==> config.mk <==
export PLATFORM = sky130hd
export DESIGN_NAME = mult_operand_gate_flat
export DESIGN_NICKNAME = d
export VERILOG_FILES = /design/src/rtl/mult_operand_gate_if.sv /design/src/rtl/mult_operand_gate.sv /design/src/flat_wrapper.sv
export SDC_FILE = /design/constraint.sdc
export NUM_CORES = 1
export LEC_CHECK = 0
export ABC_CLOCK_PERIOD_IN_PS = 3220
export BUFFER_PORTS_ARGS = -buffer_cell sky130_fd_sc_hd__buf_2
export CORE_MARGIN = 3
export CORE_UTILIZATION = 50
export CTS_CLUSTER_DIAMETER = 200
export DETAILED_ROUTE_END_ITERATION = 10
export HOLD_SLACK_MARGIN = 0.06
export PLACE_DENSITY = 0.84
export SYNTH_ARGS = -nofsm -noshare
export SYNTH_HDL_FRONTEND = slang
export SYNTH_SLANG_ARGS = --single-unit
==> constraint.sdc <==
create_clock -name clk -period 3.22 [get_ports clk]
set_input_delay 0.161 -clock clk [delete_from_list [all_inputs] [get_ports clk]]
set_output_delay 0.161 -clock clk [all_outputs]
set_load 0.005 [all_outputs]
==> src/rtl/mult_operand_gate_if.sv <==
// Handshake and operand bus between the operand-gating stage, its upstream
// source and the downstream multiplier.
interface mult_operand_gate_if #(
    parameter int WIDTH = 8
);
    logic             in_valid;
    logic             in_ready;
    logic [WIDTH-1:0] in_a;
    logic [WIDTH-1:0] in_b;
    logic             out_valid;
    logic             out_ready;
    logic [WIDTH-1:0] mult_a;
    logic [WIDTH-1:0] mult_b;
    logic             zero_flag;
    logic             reuse_flag;
    logic             gate_en;

    modport slave (
        input  in_valid, in_a, in_b, out_ready,
        output in_ready, out_valid, mult_a, mult_b, zero_flag, reuse_flag, gate_en
    );

    modport master (
        output in_valid, in_a, in_b, out_ready,
        input  in_ready, out_valid, mult_a, mult_b, zero_flag, reuse_flag, gate_en
    );
endinterface

==> src/rtl/mult_operand_gate.sv <==
// Operand gating stage for an approximate multiplier: skips operand-register
// updates for zero operands and repeated operand pairs, with usage statistics.
module mult_operand_gate #(
    parameter int WIDTH = 8,
    parameter int CNT_W = 16
) (
    input  logic                clk,
    input  logic                rst,
    mult_operand_gate_if.slave  bus,
    input  logic                stat_clr,
    output logic [CNT_W-1:0]    stat_issued,
    output logic [CNT_W-1:0]    stat_gated
);

    typedef enum logic {EMPTY = 1'b0, FULL = 1'b1} state_t;

    state_t           state_q;
    state_t           state_d;
    logic             out_valid_w;
    logic             in_ready_w;
    logic             accept;
    logic             cls_zero;
    logic             cls_reuse;
    logic             cls_normal;
    logic [WIDTH-1:0] mult_a_q;
    logic [WIDTH-1:0] mult_b_q;
    logic             ops_valid_q;
    logic             zero_flag_q;
    logic             reuse_flag_q;
    logic [1:0]       cnt_inc;

    // ---------------------------------------------------------------
    // Control FSM: state register
    // ---------------------------------------------------------------
    always_ff @(posedge clk or posedge rst) begin
        if (rst) begin
            state_q <= EMPTY;
        end else begin
            state_q <= state_d;
        end
    end

    // Control FSM: next-state logic
    always_comb begin
        state_d = state_q;
        case (state_q)
            EMPTY: begin
                if (accept) begin
                    state_d = FULL;
                end
            end
            FULL: begin
                if (accept) begin
                    state_d = FULL;
                end else if (bus.out_ready) begin
                    state_d = EMPTY;
                end
            end
            default: state_d = EMPTY;
        endcase
    end

    // Control FSM: outputs. in_ready is forced low during reset so nothing
    // can be accepted while the stage is being cleared.
    always_comb begin
        out_valid_w = (state_q == FULL);
        in_ready_w  = !rst && (!out_valid_w || bus.out_ready);
    end

    assign accept = bus.in_valid && in_ready_w;

    // ---------------------------------------------------------------
    // Operand classification; ZERO wins over REUSE
    // ---------------------------------------------------------------
    always_comb begin
        cls_zero   = (bus.in_a == '0) || (bus.in_b == '0);
        cls_reuse  = !cls_zero && ops_valid_q &&
                     (bus.in_a == mult_a_q) && (bus.in_b == mult_b_q);
        cls_normal = !cls_zero && !cls_reuse;
    end

    // Operand registers only see a clock enable for a real multiply
    assign bus.gate_en = accept && cls_normal;

    always_ff @(posedge clk or posedge rst) begin
        if (rst) begin
            mult_a_q    <= '0;
            mult_b_q    <= '0;
            ops_valid_q <= 1'b0;
        end else if (bus.gate_en) begin
            mult_a_q    <= bus.in_a;
            mult_b_q    <= bus.in_b;
            ops_valid_q <= 1'b1;
        end
    end

    // Flags describe the pending op; they only change when a new op is taken
    always_ff @(posedge clk or posedge rst) begin
        if (rst) begin
            zero_flag_q  <= 1'b0;
            reuse_flag_q <= 1'b0;
        end else if (accept) begin
            zero_flag_q  <= cls_zero;
            reuse_flag_q <= cls_reuse;
        end
    end

    // ---------------------------------------------------------------
    // Saturating statistics counters: [0] issued, [1] gated
    // ---------------------------------------------------------------
    assign cnt_inc[0] = accept;
    assign cnt_inc[1] = accept && !cls_normal;

    genvar gi;
    generate
        for (gi = 0; gi < 2; gi++) begin : g_cnt
            logic [CNT_W-1:0] cnt_q;
            logic [CNT_W-1:0] cnt_d;

            // Clear beats a coincident increment; all-ones is sticky
            always_comb begin
                cnt_d = cnt_q;
                if (stat_clr) begin
                    cnt_d = '0;
                end else if (cnt_inc[gi] && (cnt_q != '1)) begin
                    cnt_d = cnt_q + 1'b1;
                end
            end

            always_ff @(posedge clk or posedge rst) begin
                if (rst) begin
                    cnt_q <= '0;
                end else begin
                    cnt_q <= cnt_d;
                end
            end
        end
    endgenerate

    assign stat_issued = g_cnt[0].cnt_q;
    assign stat_gated  = g_cnt[1].cnt_q;

    // ---------------------------------------------------------------
    // Output drive
    // ---------------------------------------------------------------
    assign bus.in_ready   = in_ready_w;
    assign bus.out_valid  = out_valid_w;
    assign bus.mult_a     = mult_a_q;
    assign bus.mult_b     = mult_b_q;
    assign bus.zero_flag  = zero_flag_q;
    assign bus.reuse_flag = reuse_flag_q;

endmodule

==> src/flat_wrapper.sv <==
// flat-port wrapper written by rule: the top's interface ports become plain ports
module mult_operand_gate_flat 
#(
    parameter int WIDTH = 8,
    parameter int CNT_W = 16
)
  (clk, rst, stat_clr, stat_issued, stat_gated, bus_in_valid, bus_in_a, bus_in_b, bus_out_ready, bus_in_ready, bus_out_valid, bus_mult_a, bus_mult_b, bus_zero_flag, bus_reuse_flag, bus_gate_en);
  mult_operand_gate_if #(.WIDTH(WIDTH)) bus_i ();
  input  logic clk;
  input  logic rst;
  input  logic stat_clr;
  output logic [CNT_W-1:0] stat_issued;
  output logic [CNT_W-1:0] stat_gated;
  input wire logic [$bits(bus_i.in_valid)-1:0] bus_in_valid;
  input wire logic [$bits(bus_i.in_a)-1:0] bus_in_a;
  input wire logic [$bits(bus_i.in_b)-1:0] bus_in_b;
  input wire logic [$bits(bus_i.out_ready)-1:0] bus_out_ready;
  output wire logic [$bits(bus_i.in_ready)-1:0] bus_in_ready;
  output wire logic [$bits(bus_i.out_valid)-1:0] bus_out_valid;
  output wire logic [$bits(bus_i.mult_a)-1:0] bus_mult_a;
  output wire logic [$bits(bus_i.mult_b)-1:0] bus_mult_b;
  output wire logic [$bits(bus_i.zero_flag)-1:0] bus_zero_flag;
  output wire logic [$bits(bus_i.reuse_flag)-1:0] bus_reuse_flag;
  output wire logic [$bits(bus_i.gate_en)-1:0] bus_gate_en;
  assign bus_i.in_valid = bus_in_valid;
  assign bus_i.in_a = bus_in_a;
  assign bus_i.in_b = bus_in_b;
  assign bus_i.out_ready = bus_out_ready;
  assign bus_in_ready = bus_i.in_ready;
  assign bus_out_valid = bus_i.out_valid;
  assign bus_mult_a = bus_i.mult_a;
  assign bus_mult_b = bus_i.mult_b;
  assign bus_zero_flag = bus_i.zero_flag;
  assign bus_reuse_flag = bus_i.reuse_flag;
  assign bus_gate_en = bus_i.gate_en;
  mult_operand_gate #(.WIDTH(WIDTH), .CNT_W(CNT_W)) u_core (.clk(clk), .rst(rst), .bus(bus_i), .stat_clr(stat_clr), .stat_issued(stat_issued), .stat_gated(stat_gated));
endmodule
=== After elaboration in Yosys (flattened, before gate mapping) ===
Cells that the tools add are included.

* Flip-flop bits (word level): 52
* Bits in latches: 0
* RAM bits: 0
* Bits in read-only memories: 0
* Bits of input ports: 21
* Output and inout bits: 53
* Logic and storage cells: 44
* Memories: 0

* $add $sub $neg: 2
* Multipliers: 0
* Divide/modulo/power cells: 0
* Magnitude comparators: 0
* Equal/unequal tests: 4
* Shift operators: 0
* Mux-type cells: 8
* Bitwise logic cells: 1
* Reductions and logical operators: 21

{| class="wikitable"
|+ Operator list
! cell !! count
|-
| two-way mux 16 bit || 4
|-
| adder 16 x 1 -> 16 bit, second input constant || 2
|-
| inequality test 16 bit, second input constant || 2
|-
| equality test 8 bit || 2
|-
| zero test 8 bit || 2
|-
| logical AND 1 bit || 10
|-
| zero test 1 bit || 5
|-
| nonzero test 2 bit || 2
|-
| two-way mux 1 bit || 3
|-
| logical OR 1 bit || 2
|-
| one-hot mux 1 bit (2 select lines) || 1
|-
| NOT 1 bit || 1
|}

=== Depth between registers and ports, before layout ===
* Depth after elaboration: 13
* Gate-level depth with buffers: 8
* Mapped depth without buffers: 7

=== Least setup slack after synthesis ===
No wires, ideal clock.

* Path type: input-to-reg
* From: in rst
* To: reg u_core.g_cnt[1].cnt_q[8] (netlist: u_core.stat_gated[8])
* Setup time: 0.128 ns
* Arrival time: 2.818 ns
* Data required time: 3.092 ns
* Path slack: 0.275 ns
* Stages on the path: 8
* Buffers on the path: 2
* Cells stage by stage: inv_1 > nand3_1 > clkbuf_1 > a211oi_1 > a41oi_2 > buf_6 > nor4b_2 > mux2_1

* Cells in the longest elaborated chain, start to end: 6

{| class="wikitable"
|+ RTL lines
! item !! line !! source
|-
| start, declared || flat_wrapper.sv:10 || <nowiki>input logic rst;</nowiki>
|-
| zero test 1 bit || mult_operand_gate.sv:67 || <nowiki>in_ready_w = !rst && (!out_valid_w || bus.out_ready);</nowiki>
|-
| logical AND 1 bit || mult_operand_gate.sv:67 ||
|-
| logical AND 1 bit || mult_operand_gate.sv:70 || <nowiki>assign accept = bus.in_valid && in_ready_w;</nowiki>
|-
| logical AND 1 bit || mult_operand_gate.sv:112 || <nowiki>assign cnt_inc[1] = accept && !cls_normal;</nowiki>
|-
| logical AND 1 bit || mult_operand_gate.sv:125 || <nowiki>end else if (cnt_inc[gi] && (cnt_q != '1)) begin</nowiki>
|-
| nonzero test 2 bit (no line) || -- ||
|-
| end signal, assigned || mult_operand_gate.sv:134 || <nowiki>cnt_q <= cnt_d;</nowiki>
|-
| end, declared || mult_operand_gate.sv:117 || <nowiki>logic [CNT_W-1:0] cnt_q;</nowiki>
|}

Every way passes these cells.
A chain may end at the register's enable or synchronous reset.

=== Worst setup path after layout ===
* From: reg u_core.g_cnt[1].cnt_q[0] (netlist: u_core.stat_gated[0])
* To: reg u_core.g_cnt[1].cnt_q[12] (netlist: u_core.stat_gated[12])

* Cells in the longest elaborated chain, start to end: 3
* Elaborated cells on any way between the ends: 6
* Those cells by class: add/sub: 1; eq/ne: 1; mux: 2; reduce/logical: 2

{| class="wikitable"
|+ RTL lines
! item !! line
|-
| adder 16 x 1 -> 16 bit / inequality test 16 bit (equally long branches) || mult_operand_gate.sv:126, mult_operand_gate.sv:125
|-
| two-way mux 16 bit / logical AND 1 bit (equally long branches) || mult_operand_gate.sv:125
|-
| two-way mux 16 bit / nonzero test 2 bit (equally long branches) || --
|}

Several ways; a longest one is shown, not always the timed one. The select of a mux whose other input is x is not followed.

==> results.md <==
## Route
- detailed router's first-iteration violation count: 130
- count of TritonRoute iterations in the first routing pass: 4
- antenna-violating nets left: 0
- Routed WL per cell: 15.08 µm
- Detailed Route WL: 6183 µm
- mean number of vias per cell: 5.495
- routed length on met1: 2599 µm
- highest signal layer in the routed design: met4
- number of design rule violations left after detail routing: 0
- number of vias after detailed routing: 2253
- WL met2: 3131 µm
- met3 wire length: 339 µm

## Global routing
- largest net degree at the start of global routing: 54
- via count of the first global-routing pass: 2204
- antenna violations before repair: 0
- GRT Util Overall: 0.2067
- wire length of the first global-routing pass: 10360 µm
- aggregate global routing overflow: 0

## Critical path
- Crit Reg-Reg Endpoint: u_core.stat_gated[12]
- R2R setup slack: 0.75 ns
- critical path peak fanout: 12
- endpoint arrival time on the critical path: 2.66 ns
- number of cells on the worst reg-to-reg path: 7
- Reg-to-Reg Start: u_core.stat_gated[0]
- crit path kind: flop to flop
- required time worst endpoint: 3.42 ns
- endpoint class of the critical path: flop
- Worst setup SP type: flop

## Clock network
- TritonCTS clock tree: yes
- count of instances resized after the clock tree is built: 0
- deepest clock path buffer count: 2
- clock latency on the worst-skew pair: 0.31 ns
- hold_buf cts: 0
- clock-pin transition on the worst setup and hold timing paths: 0.09 ns
- number of buffers added by the clock tree synthesis step: 5
- Clock H-tree levels: 2
- master cell of the clock root buffer: sky130_fd_sc_hd__clkbuf_8
- CTS sink cnt: 52
- Post-CTS Setup Repair Bufs: 0

## STA
- Setup Total Neg Slack: 0 ns
- time the final worst path needs with I/O delays and setup: 2.465 ns
- count of pins over their slew limit: 0
- unrepaired setup endpoints after global routing: false
- worst-case clock skew: 0.007168 ns
- Worst-Margin Slew: 0.7916 ns
- max-slew headroom at the worst pin: 0.4700
- share of the cycle needed by the critical path after routing: 0.7656
- Final Hold Violating Endpoints: 0
- Final setup viols: 0
- Max Clock Freq: 405.7 MHz

## Synth
- count of state elements after synthesis: 52
- count of flip-flops with a built-in enable after synthesis: 0
- unique cell type count in the Yosys netlist: 39
- post-synthesis cell count: 267
- syn nets: 290
- Synth warnings: 0
- dominant combinational cell family by area after synthesis: simple AND/OR/NAND/NOR gates
- post-synth top area cell: sky130_fd_sc_hd__dfrtp_1
- share of the synthesized area in the top cell type: 0.4695
- proportion of synthesized chip area in sequential cells: 0.4695
- fraction of synthesized area in multiplexers: 0.1129
- XOR/XNOR Fraction of Synth Area: 0.09481
- total standard cell area after synthesis: 0.002771 mm²
- per-instance average area after synthesis: 10.38 µm²
- post-synthesis share of cell area spent on and, or, nand and nor gates: 0.2614
- leading post-synthesis cells by cell area: sky130_fd_sc_hd__dfrtp_1 (47%), sky130_fd_sc_hd__mux2_2 (8.1%), sky130_fd_sc_hd__xor2_1 (5.4%), sky130_fd_sc_hd__nor2_1 (4.3%), sky130_fd_sc_hd__xnor2_1 (4.1%)
- adder-cell share of the synthesized area: 0.009029
- compound-cell area share of the yosys netlist: 0.03386
- async set-or-reset flop fraction in the synthesized netlist: 1.000
- commonest register cell after synthesis: sky130_fd_sc_hd__dfrtp_1

## Place
- number of port buffers: 73
- RD Place Congestion: 0.8318
- Placed Instance Area: 0.003197 mm²
- DP HPWL: 4547 µm

## Power and ir drop
- LEAKAGE: 1.591 nW
- total power divided by cell area: 419.2 mW/mm²
- Worst IR Drop VDD: 249.3 µV
- Power, Total: 0.001387 W

## Die
- initial core utilization: 0.5291
- area enclosed by the die boundary: 0.006472 mm²
- num rows: 26
- height of the chip: 80.45 µm
- CORE AREA: 0.005238 mm²
- die width: 80.45 µm
- IO Pins: 74

## Finish
- area taken by multi-input logic gates: 0.001424 mm²
- Layout Area Growth over Synthesis: 19.37%
- area of all placed cells without fillers: 0.003308 mm²
- n_diodes: 0
- share of cells above drive strength 1: 0.3294
- register area: 0.001301 mm²
- net count reported at finish: 362
- final design utilization: 0.6316
- Fill cells: 426

## Job
- maximum capacitance violations: 0

## Outcome
- status: complete, no violations

## Min path
- type of the tightest min-delay check: input port to async pin

## cells in the mapped netlist, drive strengths merged, types with 2 or more instances
master and number:
and2 2, and3 6, and4 3, buf 4, clkbuf 6, dfrtp 52
ha 2, mux2 26, mux2i 2, nand2 19, nand3 11, nand4 16
nor2 32, nor2b 17, nor3 5, nor3b 5, nor4 7, nor4b 2
o21ai 5, or4 4, xnor2 13, xor2 17
## layout by cell type (no fill, tap or decap), drive strengths merged, types with 11 or more instances in the layout
cell and count:
buf 75, dfrtp 52, mux2 26, nand2 19, nand3 11, nand4 16
nor2 32, nor2b 17, xnor2 13, xor2 17
## critical path, stage by stage (launching register included)
cell and delay, ns:
sky130_fd_sc_hd__dfrtp_1 0.43, sky130_fd_sc_hd__ha_1 0.23, sky130_fd_sc_hd__nand4_2 0.23, sky130_fd_sc_hd__nor4_2 0.37, sky130_fd_sc_hd__a211oi_1 0.10, sky130_fd_sc_hd__a41oi_2 0.53, sky130_fd_sc_hd__nor4bb_1 0.15, sky130_fd_sc_hd__mux2_1 0.33
## where the power goes
group	internal (W)	leakage, nW	switching, W	total [W]
Sequential	0.000693	0.684	0.0000388	0.000732
Clock	0.000230	0.0541	0.000213	0.000443
Combinational	0.000109	0.853	0.000103	0.000212
Total	0.00103	1.59	0.000354	0.00139
## logic make-up (layout without fill, tap and decap cells)
group	after synthesis	in the layout
AO/OA/AOI/OAI	12	12
AND/OR/NAND/NOR	132	132
flip-flops	52	52
multiplexers	28	28
adder cells (fa/ha/maj)	2	2
XOR/XNOR	30	30
buffers and inverters	11	84
## per-stage QoR
stage	std cells	hold slack, ns	setup slack (ns)
floorplan	267	0.3126	0.2746
CTS	410	0.06052	0.7413
detailed placement	402	0.4057	0.7724
finish	410	0.02508	0.7549
global placement	402	0.4050	0.9308
global route	410	0.09579	0.4435
## registers in the layout, summed over array words and instances (netlist names)
| register | flops |
|---|---|
| u_core.bus.out_valid | 1 |
| u_core.stat_gated | 16 |
| u_core.bus.zero_flag | 1 |
| u_core.bus.reuse_flag | 1 |
| u_core.stat_issued | 16 |
| u_core.bus.mult_b | 8 |
| u_core.ops_valid_q | 1 |
| u_core.bus.mult_a | 8 |
## layout make-up
class,instances,area share
inverters,1,0.001135
flip-flops and latches,52,0.3933
well taps,70,0.02648
clock buffers,5,0.02080
clock inverters,3,0.01286
multi-input cells,204,0.4304
repair buffers,75,0.1150
## worst max-delay path by stage
stage                         startpoint                    end  slack (ns)  depth (start not counted)
CTS                 u_core.stat_gated[0]  u_core.stat_gated[12]        0.74                          7
global placement    u_core.stat_gated[0]  u_core.stat_gated[12]        0.93                          7
finish              u_core.stat_gated[0]  u_core.stat_gated[12]        0.75                          7
detailed placement  u_core.stat_gated[0]  u_core.stat_gated[12]        0.77                          7
floorplan                            rst   u_core.stat_gated[8]        0.27                          8
global route        u_core.stat_gated[1]  u_core.stat_gated[12]        0.44                          7
## routing by layer
layer,vias to the layer above,track usage
met2,54,0.3584
met1,1096,0.2486
met4,0,0.07095
met3,14,0.05157
met5,-,0
li1,1089,-
(Power assumes the default switching activity.)
